## src/rtl/fifo_pkg.sv

```systemverilog
// Shared constants for the single-clock FIFO family: read-mode selectors and pointer width helper.
package fifo_pkg;

  localparam int FIFO_STD  = 0;
  localparam int FIFO_FWFT = 1;

  // One extra MSB on each pointer distinguishes full from empty.
  function automatic int ptr_w(input int addr_w);
    return addr_w + 1;
  endfunction

endpackage

```

## src/rtl/fifo_ptr_cmp.sv

```systemverilog
// Combinational FIFO status from wrap-bit pointers: empty/full, occupancy and threshold flags.
module fifo_ptr_cmp
  import fifo_pkg::*;
#(
  parameter int ADDR_W = 4
) (
  input  logic [ptr_w(ADDR_W)-1:0] wptr_i,
  input  logic [ptr_w(ADDR_W)-1:0] rptr_i,
  input  logic [ptr_w(ADDR_W)-1:0] af_thr_i,
  input  logic [ptr_w(ADDR_W)-1:0] ae_thr_i,
  output logic                     empty_o,
  output logic                     full_o,
  output logic [ptr_w(ADDR_W)-1:0] count_o,
  output logic                     almost_full_o,
  output logic                     almost_empty_o
);

  always_comb begin
    count_o        = wptr_i - rptr_i;
    empty_o        = (wptr_i == rptr_i);
    full_o         = (wptr_i[ADDR_W-1:0] == rptr_i[ADDR_W-1:0]) &&
                     (wptr_i[ADDR_W] != rptr_i[ADDR_W]);
    // Thresholds above depth never trip almost_full; ae_thr >= depth pins almost_empty.
    almost_full_o  = (count_o >= af_thr_i);
    almost_empty_o = (count_o <= ae_thr_i);
  end

endmodule

```

## src/rtl/sync_fifo.sv

```systemverilog
// Single-clock register-array FIFO, standard (1-cycle registered read) or first-word-fall-through.
// Writes are refused when full and reads when empty; each refusal raises a one-cycle error pulse.
module sync_fifo
  import fifo_pkg::*;
#(
  parameter int DATA_W = 8,
  parameter int ADDR_W = 4,
  parameter int FWFT   = FIFO_STD
) (
  input  logic                     clk,
  input  logic                     rst_n,
  input  logic                     wr_en,
  input  logic [DATA_W-1:0]        din,
  input  logic                     rd_en,
  output logic [DATA_W-1:0]        dout,
  output logic                     dout_valid,
  output logic                     full,
  output logic                     empty,
  output logic                     almost_full,
  output logic                     almost_empty,
  input  logic [ptr_w(ADDR_W)-1:0] af_thr,
  input  logic [ptr_w(ADDR_W)-1:0] ae_thr,
  output logic [ptr_w(ADDR_W)-1:0] count,
  output logic                     overflow,
  output logic                     underflow
);

  localparam int PW    = ptr_w(ADDR_W);
  localparam int DEPTH = 1 << ADDR_W;

  logic [PW-1:0]     wptr_q, wptr_d;
  logic [PW-1:0]     rptr_q, rptr_d;
  logic              wr_acc, rd_acc;
  logic              overflow_q, underflow_q;
  logic [DATA_W-1:0] mem_q [DEPTH];
  logic [ADDR_W-1:0] waddr, raddr;

  fifo_ptr_cmp #(.ADDR_W(ADDR_W)) u_ptr_cmp (
    .wptr_i        (wptr_q),
    .rptr_i        (rptr_q),
    .af_thr_i      (af_thr),
    .ae_thr_i      (ae_thr),
    .empty_o       (empty),
    .full_o        (full),
    .count_o       (count),
    .almost_full_o (almost_full),
    .almost_empty_o(almost_empty)
  );

  // A read never frees room for a same-cycle write, nor a write feed a same-cycle read.
  assign wr_acc = wr_en & ~full;
  assign rd_acc = rd_en & ~empty;
  assign waddr  = wptr_q[ADDR_W-1:0];
  assign raddr  = rptr_q[ADDR_W-1:0];

  always_comb begin
    wptr_d = wptr_q;
    rptr_d = rptr_q;
    if (wr_acc) wptr_d = wptr_q + PW'(1);
    if (rd_acc) rptr_d = rptr_q + PW'(1);
  end

  always_ff @(posedge clk or negedge rst_n) begin
    if (!rst_n) begin
      wptr_q      <= '0;
      rptr_q      <= '0;
      overflow_q  <= 1'b0;
      underflow_q <= 1'b0;
    end else begin
      wptr_q      <= wptr_d;
      rptr_q      <= rptr_d;
      overflow_q  <= wr_en & full;
      underflow_q <= rd_en & empty;
    end
  end

  always_ff @(posedge clk) begin
    if (wr_acc) mem_q[waddr] <= din;
  end

  assign overflow  = overflow_q;
  assign underflow = underflow_q;

  if (FWFT == FIFO_FWFT) begin : g_fwft
    assign dout       = mem_q[raddr];
    assign dout_valid = ~empty;
  end else begin : g_std
    logic [DATA_W-1:0] dout_q;
    logic              dout_valid_q;

    always_ff @(posedge clk or negedge rst_n) begin
      if (!rst_n) begin
        dout_q       <= '0;
        dout_valid_q <= 1'b0;
      end else begin
        dout_valid_q <= rd_acc;
        if (rd_acc) dout_q <= mem_q[raddr];
      end
    end

    assign dout       = dout_q;
    assign dout_valid = dout_valid_q;
  end

endmodule

```

## config.mk

```make
export PLATFORM = sky130hd
export DESIGN_NAME = sync_fifo
export DESIGN_NICKNAME = d
export VERILOG_FILES = /design/src/rtl/fifo_pkg.sv /design/src/rtl/fifo_ptr_cmp.sv /design/src/rtl/sync_fifo.sv
export SDC_FILE = /design/constraint.sdc
export NUM_CORES = 1
export LEC_CHECK = 0
export ABC_AREA = 1
export CAP_MARGIN = 20
export CORE_MARGIN = 10
export CORE_UTILIZATION = 54
export DETAILED_ROUTE_END_ITERATION = 8
export MAX_ROUTING_LAYER = met4
export PLACE_DENSITY = 0.76
export REMOVE_ABC_BUFFERS = 1
export SETUP_SLACK_MARGIN = 0.4
export SLEW_MARGIN = 10
export SYNTH_ARGS = -nofsm -noshare
export SYNTH_HDL_FRONTEND = slang
export SYNTH_SLANG_ARGS = --single-unit
```

## constraint.sdc

```tcl
create_clock -name clk -period 2.6 [get_ports clk]
set_clock_uncertainty 0.15 [all_clocks]
set_input_delay 0.52 -clock clk [delete_from_list [all_inputs] [get_ports clk]]
set_output_delay 0.52 -clock clk [all_outputs]
set_load 0.005 [all_outputs]
```

==> results of run 1 <==
registers in the layout, indices dropped and copies added (netlist names):
name,cells
mem_q,128
dout,8
rptr_q,5
wptr_q,5
dout_valid,1
overflow,1
underflow,1
cell type report:
| cell class | instances | area share [%] |
|---|---|---|
| Clock buffer | 17 | 4.80 |
| Sequential cell | 149 | 49.3 |
| Multi-Input combinational cell | 389 | 25.4 |
| Tap cell | 172 | 2.43 |
| Timing Repair Buffer | 102 | 11.2 |
| Inverter | 125 | 5.35 |
| Clock inverter | 14 | 1.52 |
per-stage QoR:
stage / power (mW) / setup TNS, ns / util, %
floorplan: 5.61 / -71.85 / -
global route: 11.8 / -17.68 / 70.6
detailed placement: 7.57 / -1.69 / 61.1
global placement: 7.38 / -1.39 / 61.1
CTS: 10.5 / -4.39 / 68.7
finish: 11.2 / -13.27 / 70.6
worst max-delay path, delay by kind of cell (launching register included):
family	cells	cell delay, ns
buf+inv	3	0.27
flops	1	0.40
compound gates	3	0.39
fa+ha+maj	3	0.77
xor+xnor	1	0.25
simple gates	2	0.18
power groups by stage:
stage	combinational [mW]	clock, mW	sequential (mW)
6_report	5.78	2.35	3.12
5_1_grt	6.19	2.47	3.14
4_1_cts	5.04	2.34	3.10
3_5_place_dp	4.43	0	3.13
3_3_place_gp	4.26	0	3.12
2_1_floorplan	2.31	0	3.31
repair_timing:
action                                  in CTS  in global routing
endpoints found under the setup margin     137                149
buffers inserted                            13                  8
pin swaps                                   19                 10
hold buffers                                 0                  0
resized for setup                          101                 44
cells by family (layout without fill, tap and decap cells):
| logic type | after synthesis | count (layout) | share of synthesized area (%) |
|---|---|---|---|
| DFF | 149 | 149 | 63.4 |
| adders and majority gates | 20 | 20 | 3.74 |
| AOI/OAI and AO/OA | 15 | 15 | 1.23 |
| buffers and inverters | 149 | 258 | 9.07 |
| and+or+nand+nor | 344 | 344 | 21.2 |
| xor gates and xnor gates | 10 | 10 | 1.38 |
placed cells by master (no fill, tap or decap), types with 13 or more instances in the layout:
cell / count
nand2_1: 172
nor2_4: 18
nor2_1: 44
clkdlybuf4s50_1: 32
buf_6: 32
nand3_1: 90
ha_1: 13
edfxtp_1: 128
inv_1: 117
clkbuf_16: 17
dfrtp_1: 19
buf_4: 26
layer usage:
layer	GRT usage, %	vias to the layer above	share of wire (%)
li1	-	2390	-
met5	-	-	0
met2	33.8	241	52
met1	22.1	2449	38
met3	3.90	54	7.0
met4	9.11	0	3.3
worst paths after layout:
kind / from / to / slack [ns] / depth (start not counted)
worst max-delay path: wptr_q[0]$_DFFE_PN0P_ / almost_full / -0.76 / 12
worst min-delay path: rst_n / underflow$_DFF_PN0_ / 0.31 / 2
worst max register to register: rptr_q[2]$_DFFE_PN0P_ / mem_q[15][3]$_DFFE_PP_ / -0.14 / 17
worst min register to register: dout[6]$_DFFE_PN0P_ / dout[6]$_DFFE_PN0P_ / 0.37 / 2
max in group asynchronous: rst_n / rptr_q[0]$_DFFE_PN0P_ / 1.71 / 2
min in group clk: dout[6]$_DFFE_PN0P_ / dout[6]$_DFFE_PN0P_ / 0.37 / 2
==> impl_metrics.tcl, run 1 <==
set metrics [dict create \
    route.detailed.vias_per_inst 5.30 \
    p_int_mw 6.73 \
    grt_util_all_layers_pct 19.8 \
    htreeDepth 4 \
    placed_cells 916 \
    hold_viol_final 0 \
    grt_setup_unrepaired "yes" \
    drive_gt1_share_pct 19.6 \
    switching_share_pct 40.2 \
    die_w_um 133 \
    syn_area_per_cell_um2 10.0 \
    postPlaceCellArea_mm2 0.00768 \
    grt_max_degree 68 \
    grt_pass1_wl_um 26500 \
    postLayoutCellArea_mm2 0.00887 \
    coreArea_mm2 0.0126 \
    min_path_type "in -> async" \
    dr.pass1.iters 7 \
    seqPwrFrac_pct 27.8 \
    drv_cap 0 \
    finalWorstSetupSlack_ns -0.764 \
    cts_buffers 17 \
    cp_max_fo 3 \
    synth.most_common_cell "nand2_1" \
    start_util_pct 54.9 \
    seq_area_mm2 0.00437 \
    cts_root_buffer "clkbuf_16" \
    ys.flop_type "edfxtp_1" \
    synth_common_cells "nand2_1 (182), edfxtp_1 (128), inv_1 (119), nand3_1 (91), nor2_1 (59)" \
    diodes 0 \
    outcome "complete, but fails checks" \
    p_per_area_mw_per_mm2 1270 \
    cp.arrival_ns 2.69 \
    rows 41 \
    required_ns 1.93 \
    seq_area_frac_synth_pct 63.4 \
    worstMarginPinSlew_ns 0.751 \
    netlist-cell-type-count 29 \
    die_h_um 133 \
    post-route-min-period_ns 3.36 \
    pre_cts_ws_ns -0.788 \
    wl_per_cell_um 18.6 \
    max_freq_ghz 0.297 \
    ys_ff_latch 149 \
    vias 5134 \
    grt_remaining_overflow 0 \
    max_stage_delay_ns 0.40 \
    finalMaxSlewViolations 0 \
    place.gp.congestion 0.809 \
    synthesis.area_mm2 0.00690 \
    cp_cell_sequence "inv_2 -> ha_4 -> inv_2 -> fa_2 -> nand3_2 -> nand2_4 -> xor2_4 -> ha_4 -> a21oi_2 -> o21a_1 -> o311ai_2 -> buf_2" \
    syn_inst 687 \
    yosysWarnings 0 \
    final_cells 968 \
    cts_buffer_depth 2 \
    finalSetupViolCount 111 \
    yosysTopAreaCellShare_pct 55.7 \
    first_global_vias 5159 \
    cts_tree "built" \
    path_clk_slew_ns 0.06 \
    p_clk_share_pct 20.9 \
    violations "setup timing" \
    path_class "reg -> out" \
    final_nets 826 \
    synthArstFlopShare_pct 14.1 \
    multiInputGateArea_mm2 0.00225 \
    power.leakage_nw 3.83 \
    end_kind "primary output" \
    routed_wl_um 18000 \
    combPwrFrac_pct 51.4 \
    antenna_found_initial 0 \
    cp-start-kind "flop" \
    ioPinCount 42 \
    synth_edf_count 128 \
    syn_to_final_growth_pct 28.6 \
    die-area_mm2 0.0177 \
    slew_headroom_pct 49.9 \
    timing.hold.ws_ns 0.310 \
    critical_path.slowest_cell "dfrtp_1" \
    drt_drc_violations_left 0 \
    hpwl_um 9930 \
    p_sw_mw 4.52 \
    postRouteAntennaNets 0 \
    port_buffers 41 \
    period_share_pct 129 \
    drt-initial-drc-count 599 \
    nFillCells 799 \
    clk_latency_ns 0.43 \
    synth_top_area_cell "edfxtp_1" \
    clock-sinks 149 \
    vdd_drop_max_uv 724 \
    synth_area_leaders "edfxtp_1 (56%), nand2_1 (9.9%), dfrtp_1 (7.6%), nand3_1 (6.6%), inv_1 (6.5%)" \
]
Power figures use the tool's default switching activity.
==> run 2, diff against run 1 <==
--- a/config.mk
+++ b/config.mk
@@ -11,7 +11,7 @@
 export CORE_UTILIZATION = 54
 export DETAILED_ROUTE_END_ITERATION = 8
 export MAX_ROUTING_LAYER = met4
-export PLACE_DENSITY = 0.76
+export PLACE_DENSITY_LB_ADDON = 0.25
 export REMOVE_ABC_BUFFERS = 1
 export SETUP_SLACK_MARGIN = 0.4
 export SLEW_MARGIN = 10
==> impl_metrics.tcl, run 2 (synthesis gave the netlist of run 1 again) <==
set metrics [dict create \
    outcome "complete, but fails checks" \
    violations "setup timing" \
    postRouteAntennaNets 0 \
    finalSetupViolCount 5 \
    path_clk_slew_ns 0.06 \
    placed_cells 919 \
    wl_per_cell_um 19.4 \
    r2r_setup_slack_ns 0.23 \
    path_class "reg -> out" \
    cp-start-kind "flop" \
    utilization_pct 72.8 \
    timing.hold.ws_ns 0.314 \
    cts_buffer_depth 2 \
    hold_viol_final 0 \
    antenna_found_initial 0 \
    grt_util_all_layers_pct 20.7 \
    slew_headroom_pct 51.3 \
    cts_buffers 17 \
    power.leakage_nw 3.97 \
    ioPinCount 42 \
    clock-sinks 149 \
    route.detailed.vias_per_inst 5.38 \
    htreeDepth 4 \
    r2r_start "rptr_q[1]$_DFFE_PN0P_" \
    final_common_cell "nand2_1" \
    drv_cap 0 \
    finalWorstSetupSlack_ns -0.967 \
    start_util_pct 54.9 \
    seq_area_mm2 0.00437 \
    routed_wl_um 19100 \
    p_per_area_mw_per_mm2 1330 \
    finalMaxSlewViolations 0 \
    rows 41 \
    end_kind "primary output" \
    vdd_drop_max_uv 1210 \
    cts_tree "built" \
    grt_pass1_wl_um 27500 \
    rr_endpoint "mem_q[5][7]$_DFFE_PP_" \
    nFillCells 786 \
    die-area_mm2 0.0177 \
    grt_remaining_overflow 0 \
    diodes 0 \
    clk_latency_ns 0.43 \
    layout_common_cells "nand2_1 (175), edfxtp_1 (128), inv_1 (115), nand3_1 (90), nor2_1 (44)" \
    dr.pass1.iters 5 \
    required_ns 1.93 \
    max_freq_ghz 0.280 \
    post-route-min-period_ns 3.57 \
    vias 5298 \
    first_global_vias 5189 \
    top_register "mem_q" \
    multiInputGateArea_mm2 0.00228 \
    final_cells 984 \
    cp_max_fo 3 \
    grt_setup_unrepaired "yes" \
    power.total_mw 12.2 \
    place.gp.congestion 0.857 \
    worstMarginPinSlew_ns 0.729 \
    hpwl_um 10100 \
    cts_root_buffer "clkbuf_16" \
    final_nets 841 \
    cp.arrival_ns 2.90 \
    syn_to_final_growth_pct 32.7 \
    min_path_type "in -> async" \
    drive_gt1_share_pct 21.6 \
    die_w_um 133 \
    worstRegToRegCells 13 \
    drt_drc_violations_left 0 \
    cts_hold_buf 0 \
    drt-initial-drc-count 574 \
    coreArea_mm2 0.0126 \
    die_h_um 133 \
    grt_max_degree 68 \
    port_buffers 41 \
    period_share_pct 137 \
    largest_register_ffs 128 \
]
[run 2: final cells by class]
type / instances / area share, %
sequential: 149 / 47.8
inverter: 125 / 5.24
clock buffer: 19 / 4.84
clock inverter: 13 / 2.49
multi-input combinational: 389 / 24.9
timing repair buffer: 117 / 12.4
tap: 172 / 2.35
[run 2: worst max-delay path by stage]
| stage | from | to | slack, ns |
|---|---|---|---|
| detailed placement | wptr_q[0]$_DFFE_PN0P_ | almost_empty | -0.81 |
| global placement | wptr_q[0]$_DFFE_PN0P_ | almost_full | -0.68 |
| CTS | wptr_q[0]$_DFFE_PN0P_ | almost_empty | -0.83 |
| floorplan | rptr_q[0]$_DFFE_PN0P_ | almost_full | -1.18 |
| global route | wptr_q[0]$_DFFE_PN0P_ | almost_empty | -0.99 |
| finish | wptr_q[0]$_DFFE_PN0P_ | almost_empty | -0.97 |
[run 2: metrics by stage]
step           TNS [ns]  setup WS [ns]  area, um^2
2_1_floorplan    -71.85          -1.18        6740
3_3_place_gp      -1.39         -0.678        7720
3_5_place_dp      -1.75         -0.815        7720
4_1_cts           -2.23         -0.829        8920
5_1_grt           -2.70         -0.990        9150
6_report          -2.47         -0.967        9150
[run 2: power by group]
part	internal, mW	total, mW	switching (mW)
Clock	1.82	2.79	0.971
Combinational	2.64	6.25	3.61
Sequential	2.96	3.13	0.168
[run 2: critical path: stages, from the launching register on]
cell	delay, ns
dfrtp_1	0.39
inv_2	0.08
ha_4	0.13
inv_2	0.04
fa_2	0.37
nand3_2	0.09
nand2_2	0.09
xor2_4	0.18
ha_4	0.31
nand4_1	0.24
o221ai_2	0.31
o21ai_2	0.10
buf_2	0.14
[run 2: routing by layer]
metal | vias to the layer above | global-route usage [%] | wire, um
met1 | 2559 | 23.2 | 7250
met3 | 58 | 3.56 | 1230
li1 | 2421 | - | -
met2 | 260 | 35.3 | 9980
met5 | - | - | 0
met4 | 0 | 9.66 | 598
[run 2: repair_timing]
| action | in CTS | in global routing |
|---|---|---|
| pin swaps | 30 | 21 |
| gates resized for setup | 121 | 33 |
| buffers inserted | 22 | 11 |
| setup endpoints to repair | 146 | 147 |
==> run 3, diff against run 2 <==
--- a/config.mk
+++ b/config.mk
@@ -14,6 +14,7 @@
 export PLACE_DENSITY_LB_ADDON = 0.25
 export REMOVE_ABC_BUFFERS = 1
 export SETUP_SLACK_MARGIN = 0.4
+export SKIP_LAST_GASP = 1
 export SLEW_MARGIN = 10
 export SYNTH_ARGS = -nofsm -noshare
 export SYNTH_HDL_FRONTEND = slang
==> impl_metrics.tcl, run 3 (synthesis gave the netlist of run 1 again) <==
set metrics [dict create \
    outcome "complete, but fails checks" \
    violations "setup timing" \
    utilization_pct 72.4 \
    wl_per_cell_um 18.9 \
    cp_max_fo 3 \
    vdd_drop_max_uv 1220 \
    power.leakage_nw 3.93 \
    cp-start-kind "flop" \
    p_clk_share_pct 23.1 \
    syn_to_final_growth_pct 32.0 \
    cts_buffer_depth 2 \
    route.detailed.vias_per_inst 5.35 \
    p_sw_mw 4.59 \
    clock-sinks 149 \
    worstMarginPinSlew_ns 0.726 \
    post-route-min-period_ns 3.43 \
    drv_cap 0 \
    r2r_start "rptr_q[1]$_DFFE_PN0P_" \
    hold_viol_final 0 \
    place.gp.congestion 0.857 \
    combPwrFrac_pct 50.9 \
    rows 41 \
    postPlaceCellArea_mm2 0.00772 \
    grt_remaining_overflow 0 \
    top_register "mem_q" \
    p_int_mw 7.39 \
    cts_tree "built" \
    cts_root_buffer "clkbuf_16" \
    postLayoutCellArea_mm2 0.00910 \
    vias 5258 \
    grt_util_all_layers_pct 19.9 \
    final_common_cell "nand2_1" \
    die-area_mm2 0.0177 \
    drt-initial-drc-count 554 \
    seqPwrFrac_pct 26.1 \
    finalWorstSetupSlack_ns -0.828 \
    cts_hold_buf 0 \
    postRouteAntennaNets 0 \
    path_clk_slew_ns 0.06 \
    die_h_um 133 \
    port_buffers 41 \
    p_per_area_mw_per_mm2 1320 \
    clk_latency_ns 0.43 \
    cp.arrival_ns 2.76 \
    htreeDepth 4 \
    worstSetupEndpoint "almost_empty" \
    finalMaxSlewViolations 0 \
    routed_wl_um 18600 \
    finalSetupViolCount 5 \
    drt_drc_violations_left 0 \
    period_share_pct 132 \
    dr.pass1.iters 5 \
    worstRegToRegCells 15 \
    grt_pass1_wl_um 26600 \
    critical_path.startpoint "rptr_q[1]$_DFFE_PN0P_" \
    diodes 0 \
    required_ns 1.93 \
    timing.hold.ws_ns 0.318 \
    path_class "reg -> out" \
    start_util_pct 54.9 \
    antenna_found_initial 0 \
    end_kind "primary output" \
    first_global_vias 5174 \
    grt_max_degree 68 \
    cts_buffers 17 \
    pre_cts_ws_ns -0.815 \
    drive_gt1_share_pct 20.9 \
    placed_cells 919 \
    ioPinCount 42 \
    max_freq_ghz 0.292 \
    hpwl_um 10100 \
    grt_setup_unrepaired "yes" \
    die_w_um 133 \
    slew_headroom_pct 51.4 \
    final_cells 982 \
    min_path_type "in -> async" \
    r2r_setup_slack_ns 0.07 \
    rr_endpoint "overflow$_DFF_PN0_" \
    switching_share_pct 38.3 \
    layout_common_cells "nand2_1 (176), edfxtp_1 (128), inv_1 (117), nand3_1 (90), nor2_1 (44)" \
    largest_register_ffs 128 \
    final_nets 839 \
    coreArea_mm2 0.0126 \
]
-- run 3: changes by cell type in the layout (fill, tap and decap cells not counted), moves of 2 or more --
cell and delta:
ha_4 +2, buf_4 +8, inv_2 -2, buf_6 -12
inv_1 +2, ha_1 -2, nand2_4 -3, nand2_2 +2
-- run 3: critical path, stage by stage (launching register included) --
cell	delay (ns)
dfrtp_1	0.36
inv_2	0.08
ha_1	0.33
nand2_2	0.09
o21ai_0	0.29
xor2_1	0.12
buf_4	0.17
ha_1	0.29
nand4_1	0.16
buf_4	0.18
o21ai_2	0.12
buf_2	0.13
-- run 3: per-stage QoR --
stage | setup TNS (ns) | power (mW)
2_1_floorplan | -71.85 | 5.61
3_3_place_gp | -1.39 | 7.49
3_5_place_dp | -1.75 | 7.68
4_1_cts | -2.23 | 11.1
5_1_grt | -2.77 | 12.6
6_report | -2.45 | 12.0
-- run 3: layout make-up --
type / count / area, um^2
fill: 806 / 3470
clock buffer: 19 / 443
timing repair buffer: 115 / 1090
sequential: 149 / 4370
tap: 172 / 215
inverter: 125 / 482
multi-input combinational: 389 / 2270
clock inverter: 13 / 228
-- run 3: worst min-delay path by stage --
stage | from | endpoint | slack, ns | cells past startpoint
2_1_floorplan | rst_n | dout[0]$_DFFE_PN0P_ | 0.07 | 0
3_3_place_gp | dout[4]$_DFFE_PN0P_ | dout[4]$_DFFE_PN0P_ | 0.34 | 2
3_5_place_dp | dout[7]$_DFFE_PN0P_ | dout[7]$_DFFE_PN0P_ | 0.35 | 2
4_1_cts | rst_n | dout[5]$_DFFE_PN0P_ | 0.30 | 2
5_1_grt | rst_n | dout[5]$_DFFE_PN0P_ | 0.34 | 2
6_report | rst_n | underflow$_DFF_PN0_ | 0.32 | 2
-- run 3: metal layers --
metal  part of all wire [%]  up-vias  track usage [%]
met2                     51      258             33.5
met4                    4.1        0             10.2
met3                    7.2       77             3.94
met1                     37     2504             22.1
li1                       -     2419                -
met5                      0        -                -
-- run 3: power groups by stage --
| stage | combinational, mW | sequential [mW] | clock (mW) |
|---|---|---|---|
| 2_1_floorplan | 2.31 | 3.31 | 0 |
| 3_3_place_gp | 4.37 | 3.12 | 0 |
| 3_5_place_dp | 4.55 | 3.14 | 0 |
| 4_1_cts | 5.22 | 3.10 | 2.78 |
| 5_1_grt | 6.55 | 3.15 | 2.88 |
| 6_report | 6.09 | 3.12 | 2.76 |
-- run 3: what timing repair did --
item	4_1_cts	5_1_grt
resized for setup	93	42
setup endpoints to repair	146	147
buffers inserted	22	9
pin swaps	23	14
gates cloned	0	0
